**src/rtl/fp_pkg.sv**
```systemverilog
// Shared types and constants for the sequential FP32 adder.
package fp_pkg;

  typedef enum logic [2:0] {
    S_IDLE  = 3'd0,
    S_ALIGN = 3'd1,
    S_ADD   = 3'd2,
    S_NORM  = 3'd3,
    S_ROUND = 3'd4,
    S_WRITE = 3'd5
  } fp_state_e;

  localparam int SIGN_W   = 1;
  localparam int EXP_W    = 8;
  localparam int FRAC_W   = 23;
  localparam int EXP_BIAS = 127;
  localparam int EXP_MAX  = 255;
  localparam int EXT_W    = 27;

  localparam logic [31:0] QNAN    = 32'h7FC0_0000;
  localparam logic [31:0] POS_INF = 32'h7F80_0000;

  // Significand with hidden bit; subnormals flush to zero.
  function automatic logic [FRAC_W:0] unpack_sig(input logic [EXP_W+FRAC_W-1:0] x);
    return (x[EXP_W+FRAC_W-1:FRAC_W] == '0) ? '0 : {1'b1, x[FRAC_W-1:0]};
  endfunction

endpackage

```
**src/rtl/fp_add_core_if.sv**
```systemverilog
// Operand/result handshake bundle between the producer, the adder and the output register.
interface fp_add_core_if;
  import fp_pkg::*;

  // Operands transfer on a clock edge where start_in & in_rdy_out; the result
  // transfers on a clock edge where wr_out (which already implies out_rdy_in).
  logic [31:0] a_in;
  logic [31:0] b_in;
  logic        start_in;
  logic        in_rdy_out;
  logic        out_rdy_in;
  logic        wr_out;
  logic [31:0] result_out;
  fp_state_e   state_dbg;

  modport master (
    output a_in, b_in, start_in, out_rdy_in,
    input  in_rdy_out, wr_out, result_out, state_dbg
  );

  modport slave (
    input  a_in, b_in, start_in, out_rdy_in,
    output in_rdy_out, wr_out, result_out, state_dbg
  );

endinterface

```
**src/rtl/fp_lzc.sv**
```systemverilog
// 28-bit leading-zero counter; an all-zero input reports 28.
module fp_lzc
  import fp_pkg::*;
(
  input  logic [EXT_W:0] i_data,
  output logic [4:0]     o_count
);

  // Ascending scan: the highest set bit is the last one to write the count.
  always_comb begin
    o_count = 5'd28;
    for (int i = 0; i <= EXT_W; i++) begin
      if (i_data[i]) o_count = 5'(EXT_W - i);
    end
  end

endmodule

```
**src/rtl/fp_add_core.sv**
```systemverilog
// Sequential FP32 adder (RNE, subnormals flushed), one operation per six cycles,
// feeding the serial output register through a write/ready handshake.
module fp_add_core
  import fp_pkg::*;
(
  input logic          clk_in,
  input logic          rst_in,
  fp_add_core_if.slave bus
);

  fp_state_e         r_state, w_next;
  logic [31:0]       r_a, r_b, r_spec_res, r_result;
  logic              r_sign, r_sub, r_special;
  logic signed [9:0] r_exp;
  logic [EXT_W-1:0]  r_sig_l, r_sig_s, r_norm;
  logic [EXT_W:0]    r_sum;

  always_ff @(posedge clk_in) begin
    if (!rst_in) r_state <= S_IDLE;
    else         r_state <= w_next;
  end

  always_comb begin
    w_next = r_state;
    case (r_state)
      S_IDLE:  if (bus.start_in) w_next = S_ALIGN;
      S_ALIGN: w_next = S_ADD;
      S_ADD:   w_next = S_NORM;
      S_NORM:  w_next = S_ROUND;
      S_ROUND: w_next = S_WRITE;
      S_WRITE: if (bus.out_rdy_in) w_next = S_IDLE;
      default: w_next = S_IDLE;
    endcase
  end

  assign bus.in_rdy_out = (r_state == S_IDLE);
  assign bus.wr_out     = (r_state == S_WRITE) && bus.out_rdy_in;
  assign bus.result_out = r_result;
  assign bus.state_dbg  = r_state;

  // ALIGN: unpack, order by magnitude, shift the smaller operand with sticky.
  logic              w_sa, w_sb, w_a_nan, w_b_nan, w_a_inf, w_b_inf, w_swap, w_l_sign;
  logic [EXP_W-1:0]  w_ea, w_eb, w_l_exp, w_s_exp, w_diff;
  logic [FRAC_W-1:0] w_fa, w_fb;
  logic [FRAC_W:0]   w_l_sig, w_s_sig;
  logic [30:0]       w_mag_a, w_mag_b;
  logic [EXT_W-1:0]  w_ext, w_aligned;
  logic              w_special;
  logic [31:0]       w_spec_res;

  assign {w_sa, w_ea, w_fa} = r_a;
  assign {w_sb, w_eb, w_fb} = r_b;
  assign w_a_nan  = (w_ea == 8'hFF) && (w_fa != '0);
  assign w_b_nan  = (w_eb == 8'hFF) && (w_fb != '0);
  assign w_a_inf  = (w_ea == 8'hFF) && (w_fa == '0);
  assign w_b_inf  = (w_eb == 8'hFF) && (w_fb == '0);
  assign w_mag_a  = (w_ea == '0) ? '0 : r_a[30:0];
  assign w_mag_b  = (w_eb == '0) ? '0 : r_b[30:0];
  assign w_swap   = (w_mag_b > w_mag_a);
  assign w_l_sign = w_swap ? w_sb : w_sa;
  assign w_l_exp  = w_swap ? w_eb : w_ea;
  assign w_s_exp  = w_swap ? w_ea : w_eb;
  assign w_l_sig  = unpack_sig(w_swap ? r_b[30:0] : r_a[30:0]);
  assign w_s_sig  = unpack_sig(w_swap ? r_a[30:0] : r_b[30:0]);
  assign w_diff   = w_l_exp - w_s_exp;
  assign w_ext    = {w_s_sig, 3'b000};

  always_comb begin
    w_aligned = '0;
    if (w_diff >= 8'(EXT_W)) w_aligned = {{(EXT_W-1){1'b0}}, |w_s_sig};
    else w_aligned = (w_ext >> w_diff) |
                     {{(EXT_W-1){1'b0}}, |(w_ext & ~({EXT_W{1'b1}} << w_diff))};
  end

  always_comb begin
    w_special  = w_a_nan | w_b_nan | w_a_inf | w_b_inf;
    w_spec_res = QNAN;
    if (!(w_a_nan || w_b_nan)) begin
      if (w_a_inf && w_b_inf && (w_sa != w_sb)) w_spec_res = QNAN;
      else if (w_a_inf)                         w_spec_res = r_a;
      else if (w_b_inf)                         w_spec_res = r_b;
    end
  end

  // NORM: put the leading one at bit 26 of the extended field.
  logic [4:0]        w_lz, w_shamt;
  logic [EXT_W:0]    w_shl;
  logic [EXT_W-1:0]  w_norm;
  logic signed [9:0] w_norm_exp;
  logic              w_norm_sign;

  fp_lzc u_lzc (.i_data(r_sum), .o_count(w_lz));

  assign w_shamt = w_lz - 5'd1;
  assign w_shl   = r_sum << w_shamt;

  always_comb begin
    w_norm      = '0;
    w_norm_exp  = '0;
    w_norm_sign = r_sign;
    if (r_sum == '0) begin
      w_norm_sign = r_sub ? 1'b0 : r_sign;
    end else if (r_sum[EXT_W]) begin
      w_norm     = {r_sum[EXT_W:2], r_sum[1] | r_sum[0]};
      w_norm_exp = r_exp + 10'sd1;
    end else begin
      w_norm     = w_shl[EXT_W-1:0];
      w_norm_exp = r_exp - $signed({5'b00000, w_shamt});
    end
    if (w_norm_exp <= 10'sd0) begin
      w_norm     = '0;
      w_norm_exp = '0;
    end
  end

  // ROUND: nearest-even on the guard/round/sticky bits, then pack.
  logic              w_inc;
  logic [FRAC_W+1:0] w_rnd;
  logic signed [9:0] w_rnd_exp;
  logic [31:0]       w_packed;

  assign w_inc     = r_norm[2] & (r_norm[1] | r_norm[0] | r_norm[3]);
  assign w_rnd     = {1'b0, r_norm[EXT_W-1:3]} + {{(FRAC_W+1){1'b0}}, w_inc};
  assign w_rnd_exp = r_exp + (w_rnd[FRAC_W+1] ? 10'sd1 : 10'sd0);

  always_comb begin
    if (w_rnd_exp >= 10'(EXP_MAX))
      w_packed = {r_sign, POS_INF[30:0]};
    else
      w_packed = {r_sign, w_rnd_exp[EXP_W-1:0],
                  w_rnd[FRAC_W+1] ? w_rnd[FRAC_W:1] : w_rnd[FRAC_W-1:0]};
    if (r_special) w_packed = r_spec_res;
  end

  always_ff @(posedge clk_in) begin
    if (!rst_in) begin
      r_a <= '0;  r_b <= '0;  r_spec_res <= '0;  r_result <= '0;
      r_sign <= 1'b0;  r_sub <= 1'b0;  r_special <= 1'b0;  r_exp <= '0;
      r_sig_l <= '0;  r_sig_s <= '0;  r_norm <= '0;  r_sum <= '0;
    end else begin
      case (r_state)
        S_IDLE: if (bus.start_in) begin
          r_a <= bus.a_in;
          r_b <= bus.b_in;
        end
        S_ALIGN: begin
          r_sign     <= w_l_sign;
          r_sub      <= w_sa ^ w_sb;
          r_exp      <= {2'b00, w_l_exp};
          r_sig_l    <= {w_l_sig, 3'b000};
          r_sig_s    <= w_aligned;
          r_special  <= w_special;
          r_spec_res <= w_spec_res;
        end
        S_ADD: r_sum <= r_sub ? ({1'b0, r_sig_l} - {1'b0, r_sig_s})
                              : ({1'b0, r_sig_l} + {1'b0, r_sig_s});
        S_NORM: begin
          r_norm <= w_norm;
          r_exp  <= w_norm_exp;
          r_sign <= w_norm_sign;
        end
        S_ROUND: r_result <= w_packed;
        default: ;
      endcase
    end
  end

endmodule

```
**src/flat_wrapper.sv**
```systemverilog
// flat-port wrapper written by rule: the top's interface ports become plain ports
module fp_add_core_flat import fp_pkg::*;
  (clk_in, rst_in, bus_a_in, bus_b_in, bus_start_in, bus_out_rdy_in, bus_in_rdy_out, bus_wr_out, bus_result_out, bus_state_dbg);
  fp_add_core_if bus_i ();
  input logic clk_in;
  input logic rst_in;
  input wire logic [$bits(bus_i.a_in)-1:0] bus_a_in;
  input wire logic [$bits(bus_i.b_in)-1:0] bus_b_in;
  input wire logic [$bits(bus_i.start_in)-1:0] bus_start_in;
  input wire logic [$bits(bus_i.out_rdy_in)-1:0] bus_out_rdy_in;
  output wire logic [$bits(bus_i.in_rdy_out)-1:0] bus_in_rdy_out;
  output wire logic [$bits(bus_i.wr_out)-1:0] bus_wr_out;
  output wire logic [$bits(bus_i.result_out)-1:0] bus_result_out;
  output wire logic [$bits(bus_i.state_dbg)-1:0] bus_state_dbg;
  assign bus_i.a_in = bus_a_in;
  assign bus_i.b_in = bus_b_in;
  assign bus_i.start_in = bus_start_in;
  assign bus_i.out_rdy_in = bus_out_rdy_in;
  assign bus_in_rdy_out = bus_i.in_rdy_out;
  assign bus_wr_out = bus_i.wr_out;
  assign bus_result_out = bus_i.result_out;
  assign bus_state_dbg = bus_i.state_dbg;
  fp_add_core u_core (.clk_in(clk_in), .rst_in(rst_in), .bus(bus_i));
endmodule
```
**config.mk**
```make
export PLATFORM = sky130hd
export DESIGN_NAME = fp_add_core_flat
export DESIGN_NICKNAME = d
export VERILOG_FILES = /design/src/rtl/fp_pkg.sv /design/src/rtl/fp_add_core_if.sv /design/src/rtl/fp_lzc.sv /design/src/rtl/fp_add_core.sv /design/src/flat_wrapper.sv
export SDC_FILE = /design/constraint.sdc
export NUM_CORES = 1
export LEC_CHECK = 0
export ABC_AREA = 1
export BUFFER_PORTS_ARGS = -buffer_cell sky130_fd_sc_hd__buf_4
export CORE_UTILIZATION = 45
export CTS_BUF_LIST = sky130_fd_sc_hd__clkbuf_2 sky130_fd_sc_hd__clkbuf_4 sky130_fd_sc_hd__clkbuf_8
export DETAILED_ROUTE_END_ITERATION = 10
export SYNTH_ARGS = -nofsm -noshare
export SYNTH_HDL_FRONTEND = slang
export SYNTH_HIERARCHICAL = 1
export SYNTH_SLANG_ARGS = --single-unit
```
**constraint.sdc**
```tcl
create_clock -name clk_in -period 8 [get_ports clk_in]
set_clock_uncertainty 0.15 [all_clocks]
set_input_delay 0.4 -clock clk_in [delete_from_list [all_inputs] [get_ports clk_in]]
set_output_delay 0.4 -clock clk_in [all_outputs]
set_load 0.01 [all_outputs]
```
==> metrics.cfg <==
[die]
ios=105
die-area_mm2=0.0420
die_h_um=205
rows=73
core_mm2=0.0402
die_w_um=205
initial_core_util=0.461

[layout]
nets=3193
ff_latch_area_mm2=0.00500
multi_input_area_mm2=0.0114
syn_to_final_growth_pct=13.6
drive_gt1_frac=0.0900
fillers=4164

[timing]
hold_violations=0
drv_slew=0
final.setup.tns_ns=0
grt_setup_unrepaired=false
max_slew_margin=0.301
finalCritPeriodShare=0.832
clock.fmax_mhz=150
tightest_slew_ns=1.05
finalSetupViolCount=0
min_period_ns=6.66

[detailed_routing]
viasPerCell=5.49
wirelength_um=62900
first_iter_violations=1609
dr.pass1.iters=5
drc=0
ant_nets=0
vias=19700
detail_route.wl_per_cell_um=17.5

[cts]
htreeDepth=2
root_buffer=clkbuf_8
cts_resized=0
cts_max_path_buffers=3
cts_inserted_buffers=47
worstSkewPairLatency_ns=0.63
clkSlewWorstSetupHoldPaths_ns=0.06
tritoncts=done
clock_sinks=250
postCtsSetupRepairBufs=0

[place]
port_buffers=104
gp_congestion=0.922
dp_hpwl_um=47100

[grt]
grt_pass1_vias=19000
grt_pass1_wl_um=101000
gr-usage-all-layers=0.300
overflow=0
antenna_found_initial=5
grt_max_degree=119

[yosys]
netlist_instances=2954
synth_ff_type=dfxtp_1
seq_area_frac_synth=0.270
synth.avg_cell_area_um2=6.27
yosysTopAreaCellShare=0.270
synth_area_mm2=0.0185
synthArstFlopShare=0
synthAdderAreaFrac=0.0670
synth_xor_xnor_area_share=0.0241
synth_top_family_by_area=simple AND/OR/NAND/NOR gates
ys_warn_count=6
ys_types=66
muxShareOfSynthArea=0.00432
synth_fp_nets=3120
synth_compound_gate_area_share=0.228
synthSimpleGateAreaFrac=0.292
synth_seq_cells=250
synth_edf_count=0
synth_top_cell_by_area=dfxtp_1
synthTopCellsByArea=dfxtp_1, nand2_1, a21oi_1

[hold_path]
holdPathEnd=u_core/r_a[23]$_SDFFE_PN0P_
hold_class=input pin to register
min_from=bus_start_in
worstHoldPathCells=3

[worst_setup_path]
r2r_start=u_core/r_sum[0]$_SDFFE_PN0P_
critPathMaxFanout=27
cp-start-kind=register
critPathSlowestCell=ha_1
required_ns=8.37
worstPathArrival_ns=7.02
end_kind=register
r2r-end=u_core/r_norm[8]$_SDFFE_PN0P_
critPathKind=register to register
crit_buf_inv=5
r2r_setup_slack_ns=1.34
path_common_cell=nand2_1
r2r_cells=48
cp_top_family=simple AND/OR/NAND/NOR gates
cpPeakStageDelay_ns=0.76

[job]
cap_viol_max_count=0

[outcome]
status=complete, no violations

## registers in the layout (all words and copies together) (netlist names), 10 cells and up
name	flops
u_core/bus.result_out	32
u_core/r_a	32
u_core/r_b	32
u_core/r_exp	10
u_core/r_norm	27
u_core/r_sig_l	24
u_core/r_sig_s	27
u_core/r_spec_res	32
u_core/r_sum	28
## Yosys cell counts (all sizes together), types with 4 or more instances
cell    number
o21ai      311
clkinv       8
o21bai       8
o21a         9
nand3b       5
inv        350
nand3      197
dfxtp      250
a211oi       4
xor2        42
o221ai       6
a21oi      331
o22ai       16
nand4       50
nand2      735
nor3        16
nor2       211
xnor2        9
ha          96
o211ai      39
a21o         7
a31oi       12
clkbuf     134
or2          6
buf         34
mux2i        8
a22oi        9
a21boi       4
o31ai        4
nor4        17
## through the flow
| step | instance area [um^2] | setup WS [ns] | instances | hold slack [ns] | utilization |
|---|---|---|---|---|---|
| 2_1_floorplan | 18500 | 2.46 | 2954 | 0.269 | - |
| 3_3_place_gp | 19400 | 1.65 | 3437 | 0.276 | 0.484 |
| 3_5_place_dp | 19400 | 1.51 | 3437 | 0.278 | 0.484 |
| 4_1_cts | 21000 | 1.48 | 3582 | 0.0332 | 0.523 |
| 5_1_grt | 21000 | 0.566 | 3587 | 0.0742 | 0.524 |
| 6_report | 21000 | 1.34 | 3587 | 0.0783 | 0.524 |
## final cells by class
class,count,share of cell area
Antenna cell,5,0.000595
Tap cell,525,0.0312
Clock inverter,7,0.00196
Inverter,361,0.0665
Multi-Input combinational cell,2175,0.543
Clock buffer,72,0.0423
Sequential cell,250,0.238
Timing Repair Buffer,192,0.0764
## worst register-to-register path: cells and delay by family (launching register included)
family          cells  cell delay [ns]
compound gates      9             2.11
fa+ha+maj           2             1.08
buf+inv             5             0.66
flops               1             0.42
simple gates       32             2.16
## placed cells by master, fill, tap and decap left out, drive strengths merged, types with 3 or more instances in the layout
cell type / synthesis / routed
a21oi: 331 / 331
a21o: 7 / 7
nand3: 197 / 197
nor2: 211 / 211
a31oi: 12 / 12
clkinv: 8 / 13
nor4: 17 / 17
nand2: 735 / 735
inv: 350 / 351
o211ai: 39 / 39
mux2i: 8 / 8
o21a: 9 / 9
diode: 0 / 5
dlygate4sd3: 0 / 66
or2: 6 / 6
nor3: 16 / 16
xnor2: 9 / 9
o221ai: 6 / 6
o21ai: 311 / 311
and2: 3 / 3
clkbuf: 134 / 72
a21boi: 4 / 4
o2111ai: 3 / 3
dfxtp: 250 / 250
ha: 96 / 96
o22ai: 16 / 16
a211oi: 4 / 4
nand3b: 5 / 5
o21bai: 8 / 8
nand4: 50 / 50
xor2: 42 / 42
o31ai: 4 / 4
a22oi: 9 / 9
bufinv: 3 / 3
buf: 34 / 126
## cells by family (layout without fill, tap and decap cells)
logic type,Yosys count,in the layout
simple gates,1244,1244
compound gates,774,774
buf+inv,529,632
flops,250,250
fa+ha+maj,98,98
xor+xnor,51,51
mux,8,8
other cells,0,5
## how the worst max path moves through the flow
stage | start | endpoint | cells after the start
final | u_core/r_sum[0]$_SDFFE_PN0P_ | u_core/r_norm[8]$_SDFFE_PN0P_ | 48
after global routing | u_core/r_sum[0]$_SDFFE_PN0P_ | u_core/r_norm[11]$_SDFFE_PN0P_ | 48
after CTS | u_core/r_sum[0]$_SDFFE_PN0P_ | u_core/r_norm[16]$_SDFFE_PN0P_ | 48
after detailed placement | u_core/r_sum[0]$_SDFFE_PN0P_ | u_core/r_norm[10]$_SDFFE_PN0P_ | 48
after global placement | u_core/r_b[27]$_SDFFE_PN0P_ | u_core/r_sig_s[0]$_SDFFE_PN0P_ | 35
after floorplan | u_core/r_sum[0]$_SDFFE_PN0P_ | u_core/r_norm[16]$_SDFFE_PN0P_ | 53
## repair_timing
item	in CTS	in global routing
hold endpoints to repair	66	0
setup endpoints to repair	0	0
hold buffers	66	0
## routing by layer
metal	global-route usage	vias up	wire length, um
li1	-	9922	-
met1	0.396	9204	29000
met2	0.507	481	29500
met3	0.0301	103	2630
met4	0.102	0	1760
met5	0	-	0
Power is left out: the tool's default activity adds up to more than one toggle a clock period on the data nets, which glitch-free logic cannot reach.
